--- config.mk ---
export PLATFORM = sky130hd
export DESIGN_NAME = lz77_enc_ctrl
export DESIGN_NICKNAME = d
export VERILOG_FILES = /design/src/rtl/lz77_enc_ctrl.sv
export SDC_FILE = /design/constraint.sdc
export NUM_CORES = 1
export LEC_CHECK = 0
export ABC_CLOCK_PERIOD_IN_PS = 2700
export BUFFER_PORTS_ARGS = -buffer_cell sky130_fd_sc_hd__buf_2
export CAP_MARGIN = 5
export CORE_UTILIZATION = 56
export CTS_CLUSTER_SIZE = 28
export DETAILED_ROUTE_END_ITERATION = 10
export PLACE_DENSITY = 0.83
export SYNTH_ARGS = -nofsm -noshare
export SYNTH_HDL_FRONTEND = slang
export SYNTH_SLANG_ARGS = --single-unit
--- constraint.sdc ---
create_clock -name clk -period 2.7 [get_ports clk]
set_input_delay 0.135 -clock clk [delete_from_list [all_inputs] [get_ports clk]]
set_output_delay 0.135 -clock clk [all_outputs]
set_load 0.02 [all_outputs]
--- src/rtl/lz77_enc_ctrl.sv ---
// Sequencer for the LZ77 encoder: feeds the image from ROM and buffers output tokens in a FIFO.
// Optional watchdog in WAIT is built only when LZ77_CTRL_TIMEOUT_EN is defined.
module lz77_enc_ctrl #(
    parameter int IMG_LEN    = 2049,
    parameter int ADDR_W     = 12,
    parameter int FIFO_DEPTH = 4,
    parameter int TIMEOUT    = 4096
) (
    input  logic              clk,
    input  logic              reset,
    input  logic              start,
    output logic [ADDR_W-1:0] rom_addr,
    input  logic [7:0]        rom_data,
    output logic              enc_reset,
    output logic [7:0]        enc_chardata,
    input  logic              enc_valid,
    input  logic              enc_finish,
    input  logic [3:0]        enc_offset,
    input  logic [2:0]        enc_match_len,
    input  logic [7:0]        enc_char_nxt,
    output logic              tok_valid,
    input  logic              tok_ready,
    output logic [14:0]       tok_data,
    output logic [11:0]       tok_cnt,
    output logic              busy,
    output logic              done,
    output logic              err_ovf,
    output logic              err_timeout
);

    localparam int PW = $clog2(FIFO_DEPTH);
    localparam logic [ADDR_W-1:0] LAST = ADDR_W'(IMG_LEN - 1);

    typedef enum logic [2:0] {IDLE, RST, FEED, WAIT, DONE} state_t;

    state_t            state, state_nxt;
    logic [ADDR_W-1:0] feed_idx;
    logic [14:0]       mem [FIFO_DEPTH];
    logic [PW-1:0]     wr_ptr, rd_ptr;
    logic [PW:0]       fifo_cnt;
    logic              fifo_empty, fifo_full;
    logic              push_req, push, pop;
    logic              timeout_hit;

    always_comb begin
        fifo_empty = (fifo_cnt == '0);
        fifo_full  = (fifo_cnt == (PW+1)'(FIFO_DEPTH));
        push_req   = enc_valid && (state == FEED || state == WAIT);
        pop        = !fifo_empty && tok_ready;
        // A full FIFO still accepts a push when the head leaves in the same cycle.
        push       = push_req && (!fifo_full || pop);
    end

    always_comb begin
        state_nxt = state;
        case (state)
            IDLE:    if (start) state_nxt = RST;
            RST:     state_nxt = FEED;
            FEED:    if (feed_idx == LAST) state_nxt = WAIT;
            WAIT:    if ((enc_finish && fifo_empty && !push_req) || timeout_hit) state_nxt = DONE;
            DONE:    if (start) state_nxt = RST;
            default: state_nxt = IDLE;
        endcase
    end

    always_ff @(posedge clk) begin
        if (reset) state <= IDLE;
        else       state <= state_nxt;
    end

    // ROM address runs one ahead of the byte being fed, since the ROM has one cycle of latency.
    always_ff @(posedge clk) begin
        if (reset) begin
            rom_addr <= '0;
            feed_idx <= '0;
        end else begin
            case (state)
                IDLE, DONE: begin
                    if (start) begin
                        rom_addr <= '0;
                        feed_idx <= '0;
                    end
                end
                RST, FEED: begin
                    if (rom_addr != LAST) rom_addr <= rom_addr + 1'b1;
                    if (state == FEED)    feed_idx <= feed_idx + 1'b1;
                end
                default: ;
            endcase
        end
    end

    always_ff @(posedge clk) begin
        if (push) mem[wr_ptr] <= {enc_offset, enc_match_len, enc_char_nxt};
    end

    always_ff @(posedge clk) begin
        if (reset || state == RST) begin
            wr_ptr   <= '0;
            rd_ptr   <= '0;
            fifo_cnt <= '0;
            tok_cnt  <= '0;
            err_ovf  <= 1'b0;
        end else begin
            if (push) wr_ptr <= wr_ptr + 1'b1;
            if (pop)  rd_ptr <= rd_ptr + 1'b1;
            case ({push, pop})
                2'b10:   fifo_cnt <= fifo_cnt + 1'b1;
                2'b01:   fifo_cnt <= fifo_cnt - 1'b1;
                default: ;
            endcase
            if (push && tok_cnt != 12'hFFF) tok_cnt <= tok_cnt + 1'b1;
            if (push_req && !push)          err_ovf <= 1'b1;
        end
    end

`ifdef LZ77_CTRL_TIMEOUT_EN
    localparam int TW = $clog2(TIMEOUT + 1);
    logic [TW-1:0] wd_cnt;
    logic          err_to_q;

    assign timeout_hit = (state == WAIT) && !enc_valid && (wd_cnt == TW'(TIMEOUT - 1));
    assign err_timeout = err_to_q;

    // The watchdog measures silence from the encoder: any token restarts it.
    always_ff @(posedge clk) begin
        if (reset || state != WAIT || enc_valid) wd_cnt <= '0;
        else if (!timeout_hit)                    wd_cnt <= wd_cnt + 1'b1;
    end

    always_ff @(posedge clk) begin
        if (reset || state == RST) err_to_q <= 1'b0;
        else if (timeout_hit)      err_to_q <= 1'b1;
    end
`else
    logic unused_timeout_cfg;
    assign unused_timeout_cfg = |TIMEOUT;
    assign timeout_hit        = 1'b0;
    assign err_timeout        = 1'b0;
`endif

    assign enc_reset    = (state == IDLE) || (state == RST);
    assign enc_chardata = (state == FEED) ? rom_data : 8'h00;
    assign tok_valid    = !fifo_empty;
    assign tok_data     = fifo_empty ? 15'h0 : mem[rd_ptr];
    assign busy         = (state != IDLE) && (state != DONE);
    assign done         = (state == DONE);

endmodule

# ---- Yosys cells after proc, flatten, opt, wreduce, memory -nomap -nowiden
# Memory sizes are Yosys's and may differ from the RTL's. A register that Yosys moved wholly into a read port is not among the register bits.
# Cells that the tools add are included.
# Widths: inputs -> output; s select.
dict set report op_classes {
  n_eq_ne 16
  mux 16
  reduce_logical 26
  add_sub_neg 7
}
# cell count
set op_table {}
lappend op_table {{$pmux 12 s2} 2}
lappend op_table {{$add 12x1->12 const B} 3}
lappend op_table {{$mux 12} 3}
lappend op_table {{$ne 12x12->1 const B} 2}
lappend op_table {{$mux 15} 1}
lappend op_table {{$eq 12x12->1 const B} 1}
lappend op_table {{$pmux 3 s4} 1}
lappend op_table {{$mux 3} 3}
lappend op_table {{$reduce_and 3->1} 3}
lappend op_table {{$logic_and 1x1->1} 8}
lappend op_table {{$mux 8} 1}
lappend op_table {{$eq 3x2->1 const B} 2}
lappend op_table {{$eq 3x3->1 const B} 2}
lappend op_table {{$logic_not 3->1} 2}
lappend op_table {{$ne 2x2->1 const B} 3}
lappend op_table {{$pmux 3 s2} 1}
lappend op_table {{$add 2x1->2 const B} 2}
lappend op_table {{$logic_not 1->1} 4}
lappend op_table {{$logic_or 1x1->1} 4}
lappend op_table {{$mux 2} 2}
lappend op_table {{$ne 2x1->1 const B} 2}
lappend op_table {{$reduce_bool 2->1} 2}
lappend op_table {{$reduce_or 2->1} 2}
lappend op_table {{$add 3x1->3 const B} 1}
lappend op_table {{7 further kinds} 8}
dict set report totals {
  out_inout_bits 53
  input_bits 29
  elab_cells 74
  mem_count 1
  ff_bits 47
  mem_bits_rw 60
}
# name words width read_ports rd_clocked_by_memory_dff write_ports line_no
set memory_table {}
lappend memory_table {mem 4 15 1 1 1 38} ;# logic [14:0] mem [FIFO_DEPTH];

# ---- Depth between registers and ports, before layout
# Gate-level depths: netlist of the first run.
dict set report logic_depth {
  word_depth 7
  mapped_depth 8
  mapped_depth_nobuf 7
}

# ---- Worst setup path before layout of the first run
# No wires, ideal clock.
dict set report synth_path {
  path_type {register -> register}
  start {reg fifo_cnt[2]}
  end {reg fifo_cnt[1]}
  path_slack_ns 0.679
  path_buffers 1
  path_stages_with_launch 8
  arrival_time_ns 1.926
  path_cell_list {dfxtp_1 > or3_1 > clkbuf_1 > nand3_1 > fa_1 > a31oi_1 > o221ai_1 > a221oi_1}
}
dict set report synth_between {
  elab_chain_cells 7
}
# element line_no
set synth_rtl {}
lappend synth_rtl {{start, declared} 40} ;# logic [PW:0] fifo_cnt;
lappend synth_rtl {{start signal, assigned} 108} ;# 2'b10: fifo_cnt <= fifo_cnt + 1'b1;
lappend synth_rtl {{start signal, assigned} 109} ;# 2'b01: fifo_cnt <= fifo_cnt - 1'b1;
lappend synth_rtl {{$logic_not 3->1} 46} ;# fifo_empty = (fifo_cnt == '0);
lappend synth_rtl {{$logic_not 1->1} 49} ;# pop = !fifo_empty && tok_ready;
lappend synth_rtl {{$logic_and 1x1->1} 49}
lappend synth_rtl {{$logic_or 1x1->1} 51} ;# push = push_req && (!fifo_full || pop);
lappend synth_rtl {{$logic_and 1x1->1} 51}
lappend synth_rtl {{$eq 2x1->1 or $eq 2x2->1 (tied branches)} 107} ;# case ({push, pop})
lappend synth_rtl {{$pmux 3 s2 or $reduce_bool 2->1 (tied branches)} -}
# Parallel ways exist; a longest one is shown, timed or not.
# A chain may end at the register's enable or synchronous reset.

==> metrics.md, run 1 <==
| Metric | Value |
|---|---|
| Met1 WL | 4085 um |
| Die Area | a little over 9000 sq um |
| Initial antenna violation count | 0 |
| Crit path time final | 2.059 ns |
| Worst path top cell family by delay | flip-flops |
| Clock network power share | 0.240 |
| Final period utilization | 0.7624 |
| Max_slew headroom | 0.5252 |
| Max-cap violations | 0 |
| Status | finished clean |
| Drt first pass iters | 4 |
| Crit start category | flip-flop |
| I/O Buffers | 80 |
| Worst Path Max Fanout | 15 |
| Maximum achievable frequency | 0.4858 GHz |
| Fin. max-slew vios | 0 |
| Fin. Hold Viols | 0 |
| WL per Instance | around 15 um |
| CTS H-Tree Depth | 3 |
| CP Buf/Inv Count | 1 |
| CP Capture Type | output pin |
| Endpoints failing setup | 0 |
| Ys Warns | 0 |
| Main synth FF type | edfxtp_1 |
| Total track usage | 0.2201 |
| Worst skew pair latency | 0.38 ns |
| IO Count | just over 80 |
| Metal3 WL | 379 um |
| Cell variety after synth | 56 |
| Hpwl dp | ~6400 um |
| Number of global-route vias before repair | about 3300 |
| CTS tree | yes |
| WP data arrival | between 1.5 and 2 ns |
| R2R cell count | 6 |
| Multi-input logic area | around 1900 sq um |
| CTS sink count | 109 |
| VDD IR-drop max | 0.5506 mV |
| Met2 WL | approximately 4600 um |
| PwrDens | around 700 nW/um^2 |
| Hold_ws | approximately 0.10 ns |
| Crit path required time | between 2 and 3 ns |
| Initial DRC count | 89 |
| Die Y | 95.12 um |
| Vias | around 3400 |
| Reg clk slew, reported paths | between 0.1 and 0.15 ns |
| Routability cong. | slightly below 0.8 |
| Max layer used | met4 |
| Sequential area share after synthesis | 0.5730 |
| CTS buffer count | 9 |
| RSZ-0062 raised after global routing | false |
| Antenna viol nets, final | 0 |
| Final nets | ~540 |
| Proportion of layout cells with a drive suffix above 1 | 0.2480 |
| Fin Setup TNS | 0 ns |
| Core footprint | just over 8000 sq um |
| Mapped Nets | 443 |
| Diode count | 0 |
| Cell count of the worst hold path | 2 |
| Post-DP Area | approximately 5300 sq um |
| Tot Pwr | around 4 mW |
| Clk_skew | about 0.013 ns |
| Post-CTS setup repair buffer count | 0 |
| Die Width | roughly 95 um |
| Finished Cell Area | roughly 5700 sq um |
| Comb power frac | 0.279 |
| Starting Density | 0.5851 |
| DRC | 0 |
| Flop2flop setup slack | between 0.6 and 0.7 ns |
| Layout area overhead | 17.32% |
| Avg Inst Size Synth | 12.02 sq um |
| CTS max path bufs | 2 |
| Sequential power share | 0.481 |
| Switch Pwr | 1.359 mW |
| Worst min-delay path category | primary input to flip-flop |
| Cell count along the critical path | 3 |
| Flops & latches, synth | 109 |
| EDFF count, synth | 60 |
| Static Leak | around 2.1 nW |
| Asr flop ratio synth | 0 |
| First-pass GRT wire length | 15020 um |
| CP Cell Sequence | mux4_2 -> and2_1 -> buf_2 |
| Final WL | between 9000 and 10000 um |
| Vias/cell | ~5.6 |
| Fill cells | between 600 and 700 |
| Fin util | 0.6864 |
| Int Pwr | ~2.6 mW |
| Row count | 33 |
| Switching Share | 0.3397 |
| Crit path kind | flip-flop to output pin |
| Slowest cell delay on critical path | just under 0.8 ns |
| Clk root buf | clkbuf_8 |
| Slowest library cell on the worst path | dfxtp_1 |
| Global route total overflow | 0 |
| Reg area | around 2800 sq um |
| Post-Syn Area | 4856 sq um |
| Largest net degree at the start of global routing | 22 |
| Post-synthesis instance total | a little over 400 |
| Actual slew at the worst max-slew pin | around 0.7 ns |
[cell usage in the layout, fill, tap and decap left out, types with 13 or more instances in the layout]
cell type / count
buf_2: 80
edfxtp_1: 60
dfxtp_1: 49
nor2_1: 44
and2_1: 21
a21oi_1: 16
nand3_1: 15
mux4_2: 15
xnor2_1: 15
nand2_1: 15
xor2_1: 15
dlygate4sd3_1: 15
inv_1: 14
and3_1: 13
[cell usage after synthesis (all sizes together) (2+ instances only)]
| master | instances | share of area |
|---|---|---|
| nand2 | 15 | 0.012 |
| ha | 9 | 0.023 |
| nand3b | 2 | 0.0057 |
| and2 | 21 | 0.027 |
| a31oi | 4 | 0.0052 |
| and3 | 13 | 0.017 |
| or2 | 3 | 0.0039 |
| edfxtp | 60 | 0.37 |
| a21o | 2 | 0.0034 |
| or3 | 7 | 0.0090 |
| clkbuf | 10 | 0.0077 |
| nand4 | 11 | 0.015 |
| nand3 | 15 | 0.015 |
| mux4 | 15 | 0.070 |
| o41ai | 2 | 0.0036 |
| nor2 | 44 | 0.034 |
| buf | 8 | 0.011 |
| inv | 14 | 0.011 |
| xor2 | 15 | 0.027 |
| xnor2 | 15 | 0.027 |
| a21oi | 16 | 0.016 |
| nor3 | 7 | 0.0072 |
| nor3b | 3 | 0.0070 |
| nor4b | 5 | 0.0090 |
| o21ai | 8 | 0.0082 |
| dfxtp | 49 | 0.20 |
| nor4 | 7 | 0.0090 |
| o221ai | 2 | 0.0036 |
| a211oi | 3 | 0.0046 |
[cells by family (layout without fill, tap and decap cells)]
| kind of cell | after synthesis | in the layout | share of synthesized area |
|---|---|---|---|
| flip-flops | 109 | 109 | 0.5730 |
| XOR/XNOR | 30 | 30 | 0.05411 |
| adder cells (fa/ha/maj) | 10 | 10 | 0.02731 |
| AO/OA/AOI/OAI | 42 | 42 | 0.05334 |
| buffers and inverters | 32 | 132 | 0.02963 |
| multiplexers | 16 | 16 | 0.07163 |
| AND/OR/NAND/NOR | 164 | 164 | 0.1902 |
| other | 1 | 1 | 0.0007723 |
[timing repair]
action                                 in CTS  in global routing
gates resized for setup                     0                  0
endpoints found under the hold margin      58                  0
hold buffers                               15                  0
[per-stage QoR]
| step | std cells | worst slack [ns] |
|---|---|---|
| final | 609 | 0.6414 |
| after global routing | 609 | 0.4908 |
| after CTS | 609 | 0.5858 |
| after detailed placement | 578 | 0.6984 |
| after global placement | 578 | 0.7909 |
| after floorplan | 404 | 0.6785 |
[path summary, 6_finish.rpt]
| path | startpoint | end |
|---|---|---|
| min | reset | rom_addr[1] |
| max reg2reg | state[1] | fifo_cnt[1] |
| max | flip-flop | tok_data[11] |
| min reg2reg | err_ovf | err_ovf |
[metal layers]
layer	GRT usage	vias up
li1	-	1664
met1	0.2670	1657
met2	0.3762	98
met3	0.03907	15
met4	0.1098	0
met5	0	-
[power groups by stage]
stage / Sequential, mW / Combinational [mW] / Clock [mW]
after global routing: 1.94 / 1.23 / 1.05
after global placement: 1.95 / 1.07 / 0
after CTS: 1.92 / 1.12 / 0.975
final: 1.92 / 1.11 / 0.962
after floorplan: 1.93 / 0.832 / 0
after detailed placement: 1.96 / 1.10 / 0
[state kept, by name (all words and copies together), names as in the netlist, named ones only]
register and count:
mem 60, feed_idx 12, rom_addr 12, tok_cnt 12, fifo_cnt 3, state 3
rd_ptr 2, wr_ptr 2, err_ovf 1
[layout make-up]
cell class | count | area share
multi-input cells | 263 | 0.3387
inverters | 14 | 0.009225
clock buffers | 9 | 0.02174
well taps | 105 | 0.02306
clock inverters | 7 | 0.01296
repair buffers | 102 | 0.1059
flip-flops and latches | 109 | 0.4885
Power figures use the tool's default switching activity.
==> run 2, diff against run 1 <==
--- a/config.mk
+++ b/config.mk
@@ -5,7 +5,7 @@
 export SDC_FILE = /design/constraint.sdc
 export NUM_CORES = 1
 export LEC_CHECK = 0
-export ABC_CLOCK_PERIOD_IN_PS = 2700
+export ABC_CLOCK_PERIOD_IN_PS = 2050
 export BUFFER_PORTS_ARGS = -buffer_cell sky130_fd_sc_hd__buf_2
 export CAP_MARGIN = 5
 export CORE_UTILIZATION = 56
==> constraint.sdc (replaced) <==
create_clock -name clk -period 2.05 [get_ports clk]
set_input_delay 0.1025 -clock clk [delete_from_list [all_inputs] [get_ports clk]]
set_output_delay 0.1025 -clock clk [all_outputs]
set_load 0.02 [all_outputs]
==> run 2 against run 1 <==
Clock skew fell by 0.0069 ns. Critical path type is now flip-flop to flip-flop. Worst hold slack lost 0.025 ns. Sequential cell count unchanged. Largest power group unchanged. First-iteration DRC count fell by 5.6%. Final cell count up 0.82%. Critical path depth increased by 3. Via count grew 0.23%. Non-clock buffer count grew 5.
==> metrics.md, run 2 (synthesized netlist as in run 1, its figures left out) <==
| Metric | Value |
|---|---|
| Vias/cell | 5.606 (-0.58%) |
| Die Width | 95.12 um (unchanged) |
| Proportion of layout cells with a drive suffix above 1 | 0.2613 (+0.01328) |
| Clock network power share | 0.234 (-0.006) |
| CTS sink count | 109 (unchanged) |
| Switching Share | 0.3379 (-0.001816) |
| VDD IR-drop max | 0.6164 mV (+12%) |
| Endpoints failing setup | 0 (unchanged) |
| Row count | 33 (unchanged) |
| DRC | 0 (unchanged) |
| Switch Pwr | 1.791 mW (+32%) |
| Fin. Hold Viols | 0 (unchanged) |
| Crit path required time | 2.31 ns (-0.26 ns) |
| Worst min-delay path category | primary input to flip-flop |
| Global route total overflow | 0 (unchanged) |
| CTS buffer count | 9 (unchanged) |
| Final nets | 543 (+0.93%) |
| Starting Density | 0.5851 (unchanged) |
| Core footprint | 8299 sq um (unchanged) |
| CP Cell Sequence | or3_1 -> nand3_2 -> fa_1 -> a31oi_1 -> o221ai_1 -> a221oi_1 |
| Layout area overhead | 19.38% |
| Most flop-heavy register | mem |
| Final WL | 9414 um (+1.3%) |
| First-pass GRT wire length | 15170 um (+1.0%) |
| Diode count | 0 (unchanged) |
| Die Area | 9048 sq um (unchanged) |
| Finished Cell Area | 5797 sq um (+1.8%) |
| Hpwl dp | 6397 um (+0.31%) |
| Worst Path Max Fanout | 4 (-11) |
| WL per Instance | 15.33 um (+0.52%) |
| CTS max path bufs | 2 (unchanged) |
| Vias | 3442 (+0.23%) |
| Status | finished clean |
| Die Y | 95.12 um (unchanged) |
| Clk_skew | 0.006106 ns (-0.006913 ns) |
| PwrDens | 914.5 nW/um^2 (+30%) |
| Initial antenna violation count | 0 (unchanged) |
| Comb power frac | 0.290 (+0.011) |
| Int Pwr | 3.510 mW (+33%) |
| Clk root buf | clkbuf_8 |
| Static Leak | 2.181 nW (+1.6%) |
| Commonest non-fill, non-tap cell in the layout | buf_2 |
| Slowest library cell on the worst path | fa_1 |
| Slowest cell delay on critical path | 0.43 ns (-0.36 ns) |
| Hold_ws | 0.07918 ns (-0.02476 ns) |
| Antenna viol nets, final | 0 (unchanged) |
| Routability cong. | 0.7697 (-0.58%) |
| Number of global-route vias before repair | 3296 (+1.1%) |
| Maximum achievable frequency | between 0.5 and 0.6 GHz |
| Pre-CTS setup slack | 0.05353 ns (-0.6449 ns) |
| Largest net degree at the start of global routing | 22 (unchanged) |
| WP data arrival | 2.25 ns (+0.33 ns) |
| Fin Setup TNS | 0 ns (unchanged) |
| Fin util | 0.6985 (+0.01206) |
| Reg clk slew, reported paths | 0.10 ns (about the same) |
| CP Capture Type | flip-flop |
| Max-cap violations | 0 (unchanged) |
| Drt first pass iters | 4 (unchanged) |
| Fin. max-slew vios | 0 (unchanged) |
| Total track usage | 0.2208 (+0.0007673) |
| Max reg flops | 60 (unchanged) |
| Actual slew at the worst max-slew pin | 0.5067 ns (-0.2046 ns) |
| Worst skew pair latency | 0.36 ns (-0.02 ns) |
| I/O Buffers | 80 (unchanged) |
| Crit path kind | flip-flop to flip-flop |
| Post-DP Area | 5436 sq um (+1.6%) |
| Final setup margin | 0.06033 ns (-0.5811 ns) |
| IO Count | 82 (unchanged) |
| Crit path time final | 1.990 ns |
| Post-CTS setup repair buffer count | 0 (unchanged) |
| Sequential power share | 0.476 (-0.005) |
| RSZ-0062 raised after global routing | false |
| Max_slew headroom | 0.6591 (+0.1339) |
| Highest-count cells in the layout ignoring fill and taps | buf_2, edfxtp_1, dfxtp_1 |
| CTS tree | yes |
| Final period utilization | 0.9706 |
| Crit start category | flip-flop |
| Initial DRC count | 84 (-5.6%) |
| CTS H-Tree Depth | 3 (unchanged) |
[run 2: cell types whose count changed in the layout (fill, tap and decap cells not counted), sizes merged]
cell | before | now
clkinvlp | 0 | 1
buf | 87 | 92
inv | 17 | 16
[run 2: final timing paths]
kind	from	to	slack, ns	cells after the start
worst max-delay path	fifo_cnt[1]	fifo_cnt[1]	0.06	6
worst min-delay path	reset	rom_addr[1]	0.08	2
worst max register to register	fifo_cnt[1]	fifo_cnt[1]	0.06	6
worst min register to register	err_ovf	err_ovf	0.49	2
[run 2: cell type report]
class | instances | area [sq um]
clock buffers | 9 | 123.9
clock inverters | 7 | 70.07
fillers | 600 | 2502
inverters | 14 | 52.55
multi-input cells | 263 | 1941
flip-flops and latches | 109 | 2784
well taps | 105 | 131.4
repair buffers | 107 | 694.4
[run 2: routing by layer]
layer  GRT usage  routed length, um  up-vias
met5           0                  0        -
met4     0.06439                 69        0
met3     0.04545                386        8
met2      0.3839               4784       88
met1      0.2773               4174     1670
li1            -                  -     1676
[run 2: metrics by stage]
| stage | power, mW | cells |
|---|---|---|
| 2_1_floorplan | 3.643 | 404 |
| 6_report | 5.301 | 614 |
| 3_5_place_dp | 4.075 | 583 |
| 4_1_cts | 5.324 | 614 |
| 3_3_place_gp | 4.029 | 583 |
| 5_1_grt | 5.589 | 614 |
[run 2: power groups by stage]
stage | Combinational (mW) | Clock (mW) | Sequential, mW
finish | 1.54 | 1.24 | 2.53
global route | 1.69 | 1.36 | 2.54
CTS | 1.53 | 1.27 | 2.52
detailed placement | 1.50 | 0 | 2.57
global placement | 1.47 | 0 | 2.56
floorplan | 1.10 | 0 | 2.55
[run 2: what timing repair did]
| item | CTS | global route |
|---|---|---|
| resized for setup | 0 | 4 |
| endpoints found under the hold margin | 60 | 0 |
| hold buffers | 15 | 0 |
| endpoints found under the setup margin | 0 | 18 |
[run 2: worst max-delay path, delay by kind of cell, from the launching register on]
kind	cells	cell delay, ns
fa+ha+maj	1	0.43
simple gates	2	0.48
compound gates	3	0.59
flops	1	0.38
==> run 3, diff against run 2 <==
==> config.mk (replaced) <==
export PLATFORM = sky130hd
export DESIGN_NAME = lz77_enc_ctrl
export DESIGN_NICKNAME = d
export VERILOG_FILES = /design/src/rtl/lz77_enc_ctrl.sv
export SDC_FILE = /design/constraint.sdc
export NUM_CORES = 1
export LEC_CHECK = 0
export ABC_CLOCK_PERIOD_IN_PS = 1800
export BUFFER_PORTS_ARGS = -buffer_cell sky130_fd_sc_hd__buf_2
export CAP_MARGIN = 5
export CORE_UTILIZATION = 30
export CTS_CLUSTER_SIZE = 28
export DETAILED_ROUTE_END_ITERATION = 10
export PLACE_DENSITY = 0.53
export SETUP_SLACK_MARGIN = 0.4
export SYNTH_ARGS = -nofsm -noshare
export SYNTH_HDL_FRONTEND = slang
export SYNTH_SLANG_ARGS = --single-unit
==> constraint.sdc (replaced) <==
create_clock -name clk -period 1.8 [get_ports clk]
set_input_delay 0.09 -clock clk [delete_from_list [all_inputs] [get_ports clk]]
set_output_delay 0.09 -clock clk [all_outputs]
set_load 0.02 [all_outputs]
==> run 3 against run 2 <==
The flow now finishes with violations (negative setup slack). Worst setup slack lost 0.20 ns. Core utilization shrank 24 points. Combinational power grew 120%. Largest cell class unchanged. Clock-buffer cell count grew 2. Design area grew 26%. Critical path type unchanged. Sequential cell count is the same. Highest routed layer unchanged.
==> metrics.md, run 3 (synthesized netlist as in run 1, its figures left out) <==
| Metric | Value |
|---|---|
| Status | finished, violations left |
| Failing checks | negative setup slack |
| Total track usage | 0.1482 (-0.07262) |
| Endpoints failing setup | 1 (+1) |
| Final setup margin | -0.1416 ns (-0.2020 ns) |
| Die Area | 16700 sq um (+85%) |
| Crit path time final | 1.942 ns (-0.04804 ns) |
| Worst skew pair latency | 0.35 ns (about the same) |
| Initial antenna violation count | 0 (unchanged) |
| CTS buffer count | 9 (unchanged) |
| Final period utilization | 1.079 (+0.1081) |
| Final nets | 596 (+9.8%) |
| Die Y | 129.2 um (+36%) |
| Vias/cell | 4.770 (-15%) |
| Commonest non-fill, non-tap cell in the layout | edfxtp_1 |
| First-pass GRT wire length | 19010 um (+25%) |
| Most flop-heavy register | mem |
| Proportion of layout cells with a drive suffix above 1 | 0.5427 (+0.2814) |
| Die Width | 129.2 um (+36%) |
| Largest net degree at the start of global routing | 22 (unchanged) |
| Finished Cell Area | 7332 sq um (+26%) |
| Maximum achievable frequency | 0.5150 GHz (+2.5%) |
| Layout area overhead | 50.99% |
| Starting Density | 0.3068 (-0.2783) |
| Worst Path Max Fanout | 3 (-1) |
| Highest-count cells in the layout ignoring fill and taps | edfxtp_1, buf_2, buf_6 |
| Post-DP Area | 5793 sq um (+6.6%) |
| CP Capture Type | flip-flop |
| CTS max path bufs | 2 (unchanged) |
| VDD IR-drop max | 0.5401 mV (-12%) |
| CTS sink count | 109 (unchanged) |
| IO Count | 82 (unchanged) |
| Fin. Hold Viols | 0 (unchanged) |
| Static Leak | 2.690 nW (+23%) |
| DRC | 0 (unchanged) |
| Reg area | 2840 sq um (+2.0%) |
| CTS H-Tree Depth | 3 (unchanged) |
| Vias | 3711 (+7.8%) |
| I/O Buffers | 80 (unchanged) |
| CTS tree | yes |
| Core footprint | 15830 sq um (+91%) |
| Fill cells | 1458 (+140%) |
| Initial DRC count | 158 (+88%) |
| Diode count | 0 (unchanged) |
| Crit start category | flip-flop |
| WL per Instance | 15.98 um (+4.3%) |
| Routability cong. | 0.7616 (-1.1%) |
| Multi-input logic area | 2590 sq um (+33%) |
| Crit path required time | 2.06 ns (-0.25 ns) |
| Hpwl dp | 7057 um (+10%) |
| Worst min-delay path category | primary input to flip-flop |
| Clk root buf | clkbuf_16 |
| RSZ-0062 raised after global routing | true |
| WP data arrival | 2.20 ns (-0.05 ns) |
| Number of global-route vias before repair | 3668 (+11%) |
| Antenna viol nets, final | 0 (unchanged) |
| Drt first pass iters | 4 (unchanged) |
| Global route total overflow | 0 (unchanged) |
| Max reg flops | 60 (unchanged) |
| Max-cap violations | 0 (unchanged) |
| Reg clk slew, reported paths | 0.07 ns (-0.03 ns) |
| PwrDens | 1107 nW/um^2 (+21%) |
| Fin. max-slew vios | 0 (unchanged) |
| Row count | 46 (+39%) |
| Hold_ws | 0.1051 ns (+0.02587 ns) |
| Pre-CTS setup slack | -0.06112 ns (-0.1147 ns) |
| Crit path kind | flip-flop to flip-flop |
| Clk_skew | 0.006699 ns (+0.0005930 ns) |
| Final WL | 12440 um (+32%) |
-- run 3: where the power goes --
group | internal, mW | total [mW] | switching [mW] | leakage (nW)
combinational | 1.75 | 3.36 | 1.61 | 1.61
sequential | 2.77 | 2.90 | 0.130 | 0.952
clock | 0.946 | 1.85 | 0.906 | 0.124
total | 5.47 | 8.12 | 2.65 | 2.69
-- run 3: cell type report --
type,count,area share
flip-flops and latches,109,0.3874
clock inverters,5,0.004949
well taps,216,0.03686
clock buffers,11,0.03174
multi-input cells,268,0.3532
repair buffers,155,0.1775
inverters,14,0.008362
-- run 3: path summary, 6_finish.rpt --
path                             startpoint           to  slack [ns]  cells past startpoint
worst min register to register      err_ovf      err_ovf        0.49                      2
worst max register to register  fifo_cnt[2]  fifo_cnt[1]       -0.14                      6
worst max-delay path            fifo_cnt[2]  fifo_cnt[1]       -0.14                      6
worst min-delay path                  reset  rom_addr[1]        0.11                      2
-- run 3: metrics by stage --
step	total power, mW	TNS (ns)	std cells	utilization
5_1_grt	8.506	-0.5519	778	0.4632
6_report	8.117	-0.1416	778	0.4632
2_1_floorplan	4.319	-0.1057	404	-
3_5_place_dp	4.899	-0.06112	704	0.3660
3_3_place_gp	4.874	-0.007321	704	0.3660
4_1_cts	7.458	-0.3560	751	0.4318
-- run 3: repair_timing --
| item | in CTS | in global routing |
|---|---|---|
| endpoints found under the setup margin | 135 | 131 |
| setup buffers | 14 | 22 |
| hold buffers | 15 | 0 |
| hold endpoints to repair | 60 | 0 |
| gates cloned | 2 | 5 |
| pin swaps | 37 | 52 |
| gates resized for setup | 129 | 77 |
-- run 3: worst max-delay path, cell delays in order, from the launching register on --
cell and delay, ns:
dfxtp_2 0.33, or3_4 0.40, nand3_4 0.10, fa_2 0.45, a31oi_1 0.17, o221ai_2 0.12
a221oi_2 0.29
-- run 3: routing by layer --
| metal | vias to the layer above | wire [um] | part of all wire | track usage |
|---|---|---|---|---|
| li1 | 1783 | - | - | - |
| met1 | 1835 | 5628 | 0.45 | 0.1856 |
| met2 | 84 | 6230 | 0.50 | 0.2511 |
| met3 | 9 | 434 | 0.035 | 0.04129 |
| met4 | 0 | 144 | 0.012 | 0.03875 |
| met5 | - | 0 | 0 | 0 |
